### src/rtl/debouncer_bank.sv
// N-channel debouncer: 2-FF sync, shared sample tick, STABLE_CNT agreeing ticks to flip state.
// Latency 2+(STABLE_CNT-1)*DIV+1 .. 2+STABLE_CNT*DIV+1 clk from pin edge; no backpressure, pulses are fire-and-forget.
module debouncer_bank #(
    parameter int N          = 4,
    parameter int DIV        = 65536,
    parameter int STABLE_CNT = 4,
    parameter int ACTIVE_LOW = 1
) (
    input  logic         clk,
    input  logic         rst,
    input  logic [N-1:0] pb_raw,
    output logic [N-1:0] pb_state,
    output logic [N-1:0] pb_down,
    output logic [N-1:0] pb_up,
    output logic         any_evt
);

    localparam int PW = (DIV > 1) ? $clog2(DIV) : 1;
    localparam int CW = $clog2(STABLE_CNT + 1);
    localparam logic [PW-1:0] PRESC_MAX = PW'(DIV - 1);
    localparam logic [CW-1:0] CNT_MAX   = CW'(STABLE_CNT - 1);

    logic [N-1:0]  w_act;
    logic          w_tick;
    logic [PW-1:0] r_presc;
    logic [N-1:0]  r_sync1;
    logic [N-1:0]  r_sync2;
    logic [CW-1:0] r_cnt [N];

    // Normalise polarity before the synchroniser so reset value 0 means "released".
    assign w_act   = (ACTIVE_LOW != 0) ? ~pb_raw : pb_raw;
    assign w_tick  = (r_presc == PRESC_MAX);
    assign any_evt = |{pb_down, pb_up};

    always_ff @(posedge clk) begin
        if (rst) begin
            r_presc  <= '0;
            r_sync1  <= '0;
            r_sync2  <= '0;
            pb_state <= '0;
            pb_down  <= '0;
            pb_up    <= '0;
            for (int i = 0; i < N; i++) begin
                r_cnt[i] <= '0;
            end
        end else begin
            r_presc <= w_tick ? '0 : r_presc + PW'(1);
            r_sync1 <= w_act;
            r_sync2 <= r_sync1;
            pb_down <= '0;
            pb_up   <= '0;
            if (w_tick) begin
                for (int i = 0; i < N; i++) begin
                    if (r_sync2[i] == pb_state[i]) begin
                        r_cnt[i] <= '0;
                    end else if (r_cnt[i] == CNT_MAX) begin
                        // Final agreeing sample: commit the new level and emit its edge pulse.
                        r_cnt[i]    <= '0;
                        pb_state[i] <= r_sync2[i];
                        pb_down[i]  <= r_sync2[i];
                        pb_up[i]    <= ~r_sync2[i];
                    end else begin
                        r_cnt[i] <= r_cnt[i] + CW'(1);
                    end
                end
            end
        end
    end

endmodule

### config.mk
export PLATFORM = sky130hd
export DESIGN_NAME = debouncer_bank
export DESIGN_NICKNAME = d
export VERILOG_FILES = /design/src/rtl/debouncer_bank.sv
export SDC_FILE = /design/constraint.sdc
export NUM_CORES = 1
export LEC_CHECK = 0
export BUFFER_PORTS_ARGS = -buffer_cell sky130_fd_sc_hd__buf_2
export CAP_MARGIN = 20
export CELL_PAD_IN_SITES_DETAIL_PLACEMENT = 0
export CELL_PAD_IN_SITES_GLOBAL_PLACEMENT = 1
export CORE_MARGIN = 3
export CORE_UTILIZATION = 45
export CTS_BUF_LIST = sky130_fd_sc_hd__clkbuf_8
export DETAILED_ROUTE_END_ITERATION = 10
export PLACE_DENSITY_LB_ADDON = 0.1
export SLEW_MARGIN = 10
export SYNTH_ARGS = -nofsm -noshare
export SYNTH_HDL_FRONTEND = slang
export SYNTH_SLANG_ARGS = --single-unit
### constraint.sdc
create_clock -name clk -period 5.5 [get_ports clk]
set_input_delay 0.825 -clock clk [delete_from_list [all_inputs] [get_ports clk]]
set_output_delay 0.825 -clock clk [all_outputs]
set_load 0.03 [all_outputs]
==> results of run 1 <==
[final timing paths]
path,startpoint,to,cells past startpoint
worst max register to register,r_presc[0]$_SDFF_PP0_,r_cnt[0][2]$_SDFFCE_PN0P_,4
worst min-delay path,r_sync1[1]$_SDFF_PP0_,r_sync2[1]$_SDFF_PP0_,1
worst max-delay path,r_presc[0]$_SDFF_PP0_,r_cnt[0][2]$_SDFFCE_PN0P_,4
worst min register to register,r_sync1[1]$_SDFF_PP0_,r_sync2[1]$_SDFF_PP0_,1
[sequential cells by signal, summed over array words and instances (netlist names)]
| name | cells |
|---|---|
| r_sync2 | 4 |
| pb_down | 4 |
| r_presc | 16 |
| r_sync1 | 4 |
| r_cnt | 12 |
| pb_up | 4 |
| pb_state | 4 |
[stage by stage]
step                      util [%]  instances  setup WS (ns)
after floorplan                  -        188           3.60
after global placement        51.0        252           3.38
after detailed placement      51.0        252           3.30
after CTS                     53.6        260           3.29
after global routing          53.6        260           3.15
final                         53.6        260           3.29
[cell type report]
class,instances,area [um2]
clock buffers,5,68.8
clock inverters,3,38.8
fillers,381,1910
inverters,10,37.5
multi-input cells,126,827
flip-flops and latches,48,1080
well taps,50,62.6
repair buffers,18,90.1
[cell families after synthesis]
kind of cell	synth area share, %
buf+inv	3.30
simple gates	26.2
compound gates	2.03
fa+ha+maj	5.71
flops	54.8
xor+xnor	7.99
[placed cells by master, fill, tap and decap left out, drive strengths merged, types with 4 or more instances in the layout]
master,instances
inv,10
nor2b,4
nor4,8
o21ai,4
edfxtp,12
ha,9
nand4,7
xnor2,14
clkbuf,5
nor2,34
a21oi,4
nand3,13
nand2,8
buf,18
dfxtp,36
and3,5
xor2,4
and4b,8
[worst max-delay path: stages, from the launching register on]
cell     delay (ns)
dfxtp_1        0.43
ha_1           0.30
nand4_1        0.14
or4_1          0.63
nand2_2        0.38
[per-layer routing]
metal,part of all wire (%),track usage (%),wire length (um)
met1,52,21.7,1850
met2,42,21.8,1520
met3,4.6,4.57,165
met4,1.0,4.38,36
met5,0,0,0
[power by group through the flow]
stage | Combinational, mW | Clock, mW | Sequential, mW
global placement | 0.0222 | 0 | 0.384
finish | 0.0229 | 0.245 | 0.376
floorplan | 0.0164 | 0 | 0.383
global route | 0.0270 | 0.264 | 0.378
CTS | 0.0234 | 0.250 | 0.376
detailed placement | 0.0232 | 0 | 0.384
==> metrics.yaml, run 1 <==
hpwl_um: 2620
async_reset_ff_share_pct: 0
cp-end-kind: "flip-flop"
fin_hold_ws_ns: 0.444
r2r_slack_ns: 3.29
synth_area_um2: 1970
row_count: 23
min_path_type: "flip-flop to flip-flop"
avgViaCountPerCell: 5.35
cts_setup_buffers: 0
diodes: 0
grt_usage_pct: 15.1
synthDominantCellAreaShare_pct: 36.5
io_pins: 19
min_period_ns: 2.21
seq_area_frac_synth_pct: 54.8
cts_tree: "built"
synthTopCellsByCount: "dfxtp_1 (36), nor2_1 (33), xnor2_1 (14), nand3_1 (13), edfxtp_1 (12)"
vias: 1390
antenna_found_initial: 0
p_per_area_nw_per_um2: 292
fin_total_pwr_mw: 0.644
worstPathMaxFanout: 18
cts_resized: 0
root_buffer: "clkbuf_8"
avgSynthCellArea_um2: 10.5
die_h_um: 72.2
yosysTopAreaCell: "dfxtp_1"
clockBufferDepth: 2
clk_latency_ns: 0.29
ys_ff_latch: 48
htreeDepth: 2
cp_data_arrival_time_ns: 2.18
ys_types: 29
wl_per_cell_um: 13.7
initial_core_util_pct: 47.9
grt_pass1_vias: 1337
status: "finished clean"
pwr-share-seq_pct: 58.4
start_kind: "flip-flop"
vdd_drop_max_mv: 0.160
slew-limit-headroom_pct: 43.9
drtIter0Drc: 89
die-area_um2: 5220
gp_congestion: 0.752
io_buffer_count: 18
postPlaceCellArea_um2: 2100
p_clk_share_pct: 38.1
cts_hold_buf: 0
coreArea_um2: 4120
worstSetupPathType: "flip-flop to flip-flop"
synth.area.top_cells: "dfxtp_1 (37%), edfxtp_1 (18%), nor2_1 (6.3%)"
power_frac_comb_pct: 3.6
design_area_um2: 2210
max_freq_ghz: 0.452
synthToLayoutAreaGrowth_pct: 11.8
drv_cap: 0
finalCritPeriodShare_pct: 40.2
swShare_pct: 20.6
synth_flop_cell: "dfxtp_1"
rsz0062_at_grt: "no"
setup_viol_count_final: 0
die_x_um: 72.2
wl_um: 3570
drc: 0
skew_ns: 0.00490
netlist_instances: 188
antenna_left: 0
grt_pass1_wl_um: 6190
yosysMostFrequentCell: "dfxtp_1"
leakagePower_nw: 0.912
internal_power_mw: 0.512
switching_power_mw: 0.133
cts.sinks: 48
crit_required_ns: 5.47
cts_made_buffers: 5
grt-ovfl-total: 0
syn-num-nets: 203
layout.nets: 224
drt_first_pass_iters: 4
worstMarginPinSlew_ns: 0.835
hold_violations: 0
synth_edf_count: 12
slew_viol_final: 0
ys_warn_count: 0
fin_setup_tns_ns: 0
clk_pin_slew_ns: 0.08
drive_above_1_share_pct: 14.3
grt_start_max_net_pins: 19
No activity file was read; power rests on OpenSTA's default activity.
==> run 2: changes to the inputs <==
--- a/config.mk
+++ b/config.mk
@@ -5,6 +5,7 @@
 export SDC_FILE = /design/constraint.sdc
 export NUM_CORES = 1
 export LEC_CHECK = 0
+export ABC_AREA = 1
 export BUFFER_PORTS_ARGS = -buffer_cell sky130_fd_sc_hd__buf_2
 export CAP_MARGIN = 20
 export CELL_PAD_IN_SITES_DETAIL_PLACEMENT = 0
==> constraint.sdc (replaced) <==
create_clock -name clk -period 2.2 [get_ports clk]
set_input_delay 0.33 -clock clk [delete_from_list [all_inputs] [get_ports clk]]
set_output_delay 0.33 -clock clk [all_outputs]
set_load 0.03 [all_outputs]
==> metrics.yaml, run 2 <==
leakagePower_nw: 0.981  # was 0.912 nW
netlist_instances: 246  # was 188
crit_chain: "ha_1 > nand2_2 > nor2_4 > nand2_4 > o21ai_4"  # was ha_1 > nand4_1 > or4_1 > nand2_2
r2r_start: "r_presc[0]$_SDFF_PP0_"  # unchanged
cp_data_arrival_time_ns: 1.67  # was 2.18 ns
initial_core_util_pct: 47.4  # was 47.9%
setup_viol_count_final: 0  # unchanged
yosysTopAreaCell: "dfxtp_1"  # unchanged
place_ws_ns: 0.456  # was 3.30 ns
min_path_cells: 2  # was 1
startpoint: "r_presc[0]$_SDFF_PP0_"  # unchanged
io_buffer_count: 18  # unchanged
skew_ns: 0.0119  # was 0.00490 ns
max_flop_register: "r_presc"  # unchanged
htreeDepth: 2  # unchanged
wl_per_cell_um: 10.5  # was 13.7 um
min_to: "r_sync1[3]$_SDFF_PP0_"  # was r_sync2[1]$_SDFF_PP0_
row_count: 24  # was 23
gp_congestion: 0.792  # was 0.752
syn-num-nets: 261  # was 203
clk_pin_slew_ns: 0.09  # was 0.08 ns
yosysMostFrequentCell: "nor2_1"  # was dfxtp_1
hold_violations: 0  # unchanged
status: "finished clean"  # unchanged
worstPathMaxFanout: 17  # was 18
grt_start_max_net_pins: 18  # was 19
antenna_found_initial: 0  # unchanged
hpwl_um: 2520  # was 2620 um
avgViaCountPerCell: 4.64  # was 5.35
layout_common_cells: "nor2_1 (55), nand2_1 (37), dfxtp_1 (36)"  # was dfxtp_1 (36), nor2_1 (33), buf_2 (18)
synthTopCellsByCount: "nor2_1 (55), nand2_1 (37), dfxtp_1 (36), inv_1 (31), nand3_1 (14)"  # was dfxtp_1 (36), nor2_1 (33), xnor2_1 (14), nand3_1 (13), edfxtp_1 (12)
die_h_um: 74.4  # was 72.2 um
async_reset_ff_share_pct: 0  # unchanged
drt_first_pass_iters: 4  # unchanged
cp-end-kind: "flip-flop"  # unchanged
min_from: "pb_raw[3]"  # was r_sync1[1]$_SDFF_PP0_
rsz0062_at_grt: "no"  # unchanged
finalCritPeriodShare_pct: 78.7  # was 40.2%
final_common_cell: "nor2_1"  # was dfxtp_1
ys_types: 29  # unchanged
seq_area_frac_synth_pct: 51.3  # was 54.8%
start_kind: "flip-flop"  # unchanged
die_x_um: 74.4  # was 72.2 um
slew_viol_final: 0  # unchanged
synth_area_um2: 2110  # was 1970 um2
vdd_drop_max_mv: 0.301  # was 0.160 mV
min_period_ns: 1.73  # was 2.21 ns
coreArea_um2: 4440  # was 4120 um2
reg_top3: "r_presc (16), r_cnt (12)"  # unchanged
reg2reg_depth: 5  # was 4
cts_setup_buffers: 0  # unchanged
synth_edf_count: 12  # unchanged
p_per_area_nw_per_um2: 649  # was 292 nW/um2
wl_um: 3380  # was 3570 um
drv_cap: 0  # unchanged
timing.critical_path.slowest_stage_cell: "o21ai_4"  # was or4_1
post-route-worst-setup-slack_ns: 0.468  # was 3.29 ns
synth_flop_cell: "dfxtp_1"  # unchanged
crit_required_ns: 2.14  # was 5.47 ns
grt_usage_pct: 14.0  # was 15.1%
antenna_left: 0  # unchanged
io_pins: 19  # unchanged
grt-ovfl-total: 0  # unchanged
cts_made_buffers: 5  # unchanged
slew-limit-headroom_pct: 67.8  # was 43.9%
grt_pass1_wl_um: 5840  # was 6190 um
clk_latency_ns: 0.30  # was 0.29 ns
drive_above_1_share_pct: 15.6  # was 14.3%
worstMarginPinSlew_ns: 0.481  # was 0.835 ns
avgSynthCellArea_um2: 8.57  # was 10.5 um2
diodes: 0  # unchanged
r2r-end: "r_cnt[0][0]$_SDFFCE_PN0P_"  # was r_cnt[0][2]$_SDFFCE_PN0P_
drc: 0  # unchanged
synthDominantCellAreaShare_pct: 34.2  # was 36.5%
max_freq_ghz: 0.577  # was 0.452 GHz
synthToLayoutAreaGrowth_pct: 10.3  # was 11.8%
root_buffer: "clkbuf_8"  # unchanged
ys_warn_count: 0  # unchanged
synth.area.top_cells: "dfxtp_1 (34%), edfxtp_1 (17%), nor2_1 (9.8%)"  # was dfxtp_1 (37%), edfxtp_1 (18%), nor2_1 (6.3%)
nFillCells: 448  # was 381
worstSetupPathType: "flip-flop to flip-flop"  # unchanged
cts_tree: "built"  # unchanged
ys_ff_latch: 48  # unchanged
min_path_type: "primary input to flip-flop"  # was flip-flop to flip-flop
cts_resized: 0  # unchanged
clockBufferDepth: 2  # unchanged
r2r_slack_ns: 0.47  # was 3.29 ns
layout.nets: 283  # was 224
die-area_um2: 5540  # was 5220 um2
grt_pass1_vias: 1370  # was 1337
largest_register_ff_count: 16  # unchanged
fin_setup_tns_ns: 0  # unchanged
cts_hold_buf: 0  # unchanged
slowest_delay_ns: 0.44  # was 0.63 ns
vias: 1490  # was 1390
drtIter0Drc: 64  # was 89
cts.sinks: 48  # unchanged
==> run 2: cell count changes in the layout (fill, tap and decap cells not counted), moves of 5 or more <==
cell and delta:
a21oi_1 +7, and3_1 -5, and4b_1 -8, inv_1 +21
nand2_1 +30, nand2_2 +5, nor2_1 +22, xnor2_1 -11
==> run 2: how the worst max path moves through the flow <==
stage	to	slack [ns]	depth (start not counted)
global placement	r_cnt[0][0]$_SDFFCE_PN0P_	0.49	5
floorplan	r_cnt[0][0]$_SDFFCE_PN0P_	0.65	6
detailed placement	r_cnt[0][1]$_SDFFCE_PN0P_	0.46	5
global route	r_presc[15]$_SDFF_PP0_	0.30	7
finish	r_cnt[0][0]$_SDFFCE_PN0P_	0.47	5
CTS	r_cnt[0][0]$_SDFFCE_PN0P_	0.44	5
==> run 2: area by class of cell <==
class	instances	area (um2)	area share [%]
inverter	31	116	5.01
timing repair buffer	19	97.6	4.20
sequential	48	1080	46.5
multi-input combinational	163	876	37.7
tap	52	65.1	2.80
clock buffer	5	68.8	2.96
clock inverter	3	18.8	0.808
==> run 2: per-stage QoR <==
stage	instances	hold slack, ns	power [mW]	util [%]	area [um2]
finish	321	0.167	1.51	52.3	2320
CTS	321	0.155	1.54	52.3	2320
global placement	313	0.391	1.02	50.3	2240
global route	321	0.146	1.59	52.3	2320
detailed placement	313	0.396	1.02	50.3	2240
floorplan	246	0.388	1.00	-	2110
==> run 2: worst max-delay path: cells and delay by family, from the launching register on <==
kind / cells / cell delay (ns)
compound gates: 1 / 0.44
fa+ha+maj: 1 / 0.22
flops: 1 / 0.38
simple gates: 3 / 0.34
==> run 2: where the power goes <==
part           internal, mW  leakage, nW  switching, mW
sequential            0.924        0.406         0.0107
combinational        0.0225        0.537         0.0399
clock                 0.220       0.0378          0.291
total                  1.17        0.981          0.342
==> run 2: routing by layer <==
metal	vias up	global-route usage (%)	part of all wire (%)	wire length [um]
met5	-	0	0	0
met4	0	6.52	2.0	69
met3	7	4.05	3.3	110
met2	19	23.0	47	1590
met1	638	16.9	48	1610
li1	826	-	-	-
==> run 2: cell families after synthesis <==
group | Yosys count | synth area share [%]
and+or+nand+nor | 130 | 28.8
DFF | 48 | 51.3
buffers and inverters | 35 | 7.13
AOI/OAI and AO/OA | 18 | 4.93
adders and majority gates | 9 | 5.34
xor gates and xnor gates | 6 | 2.49
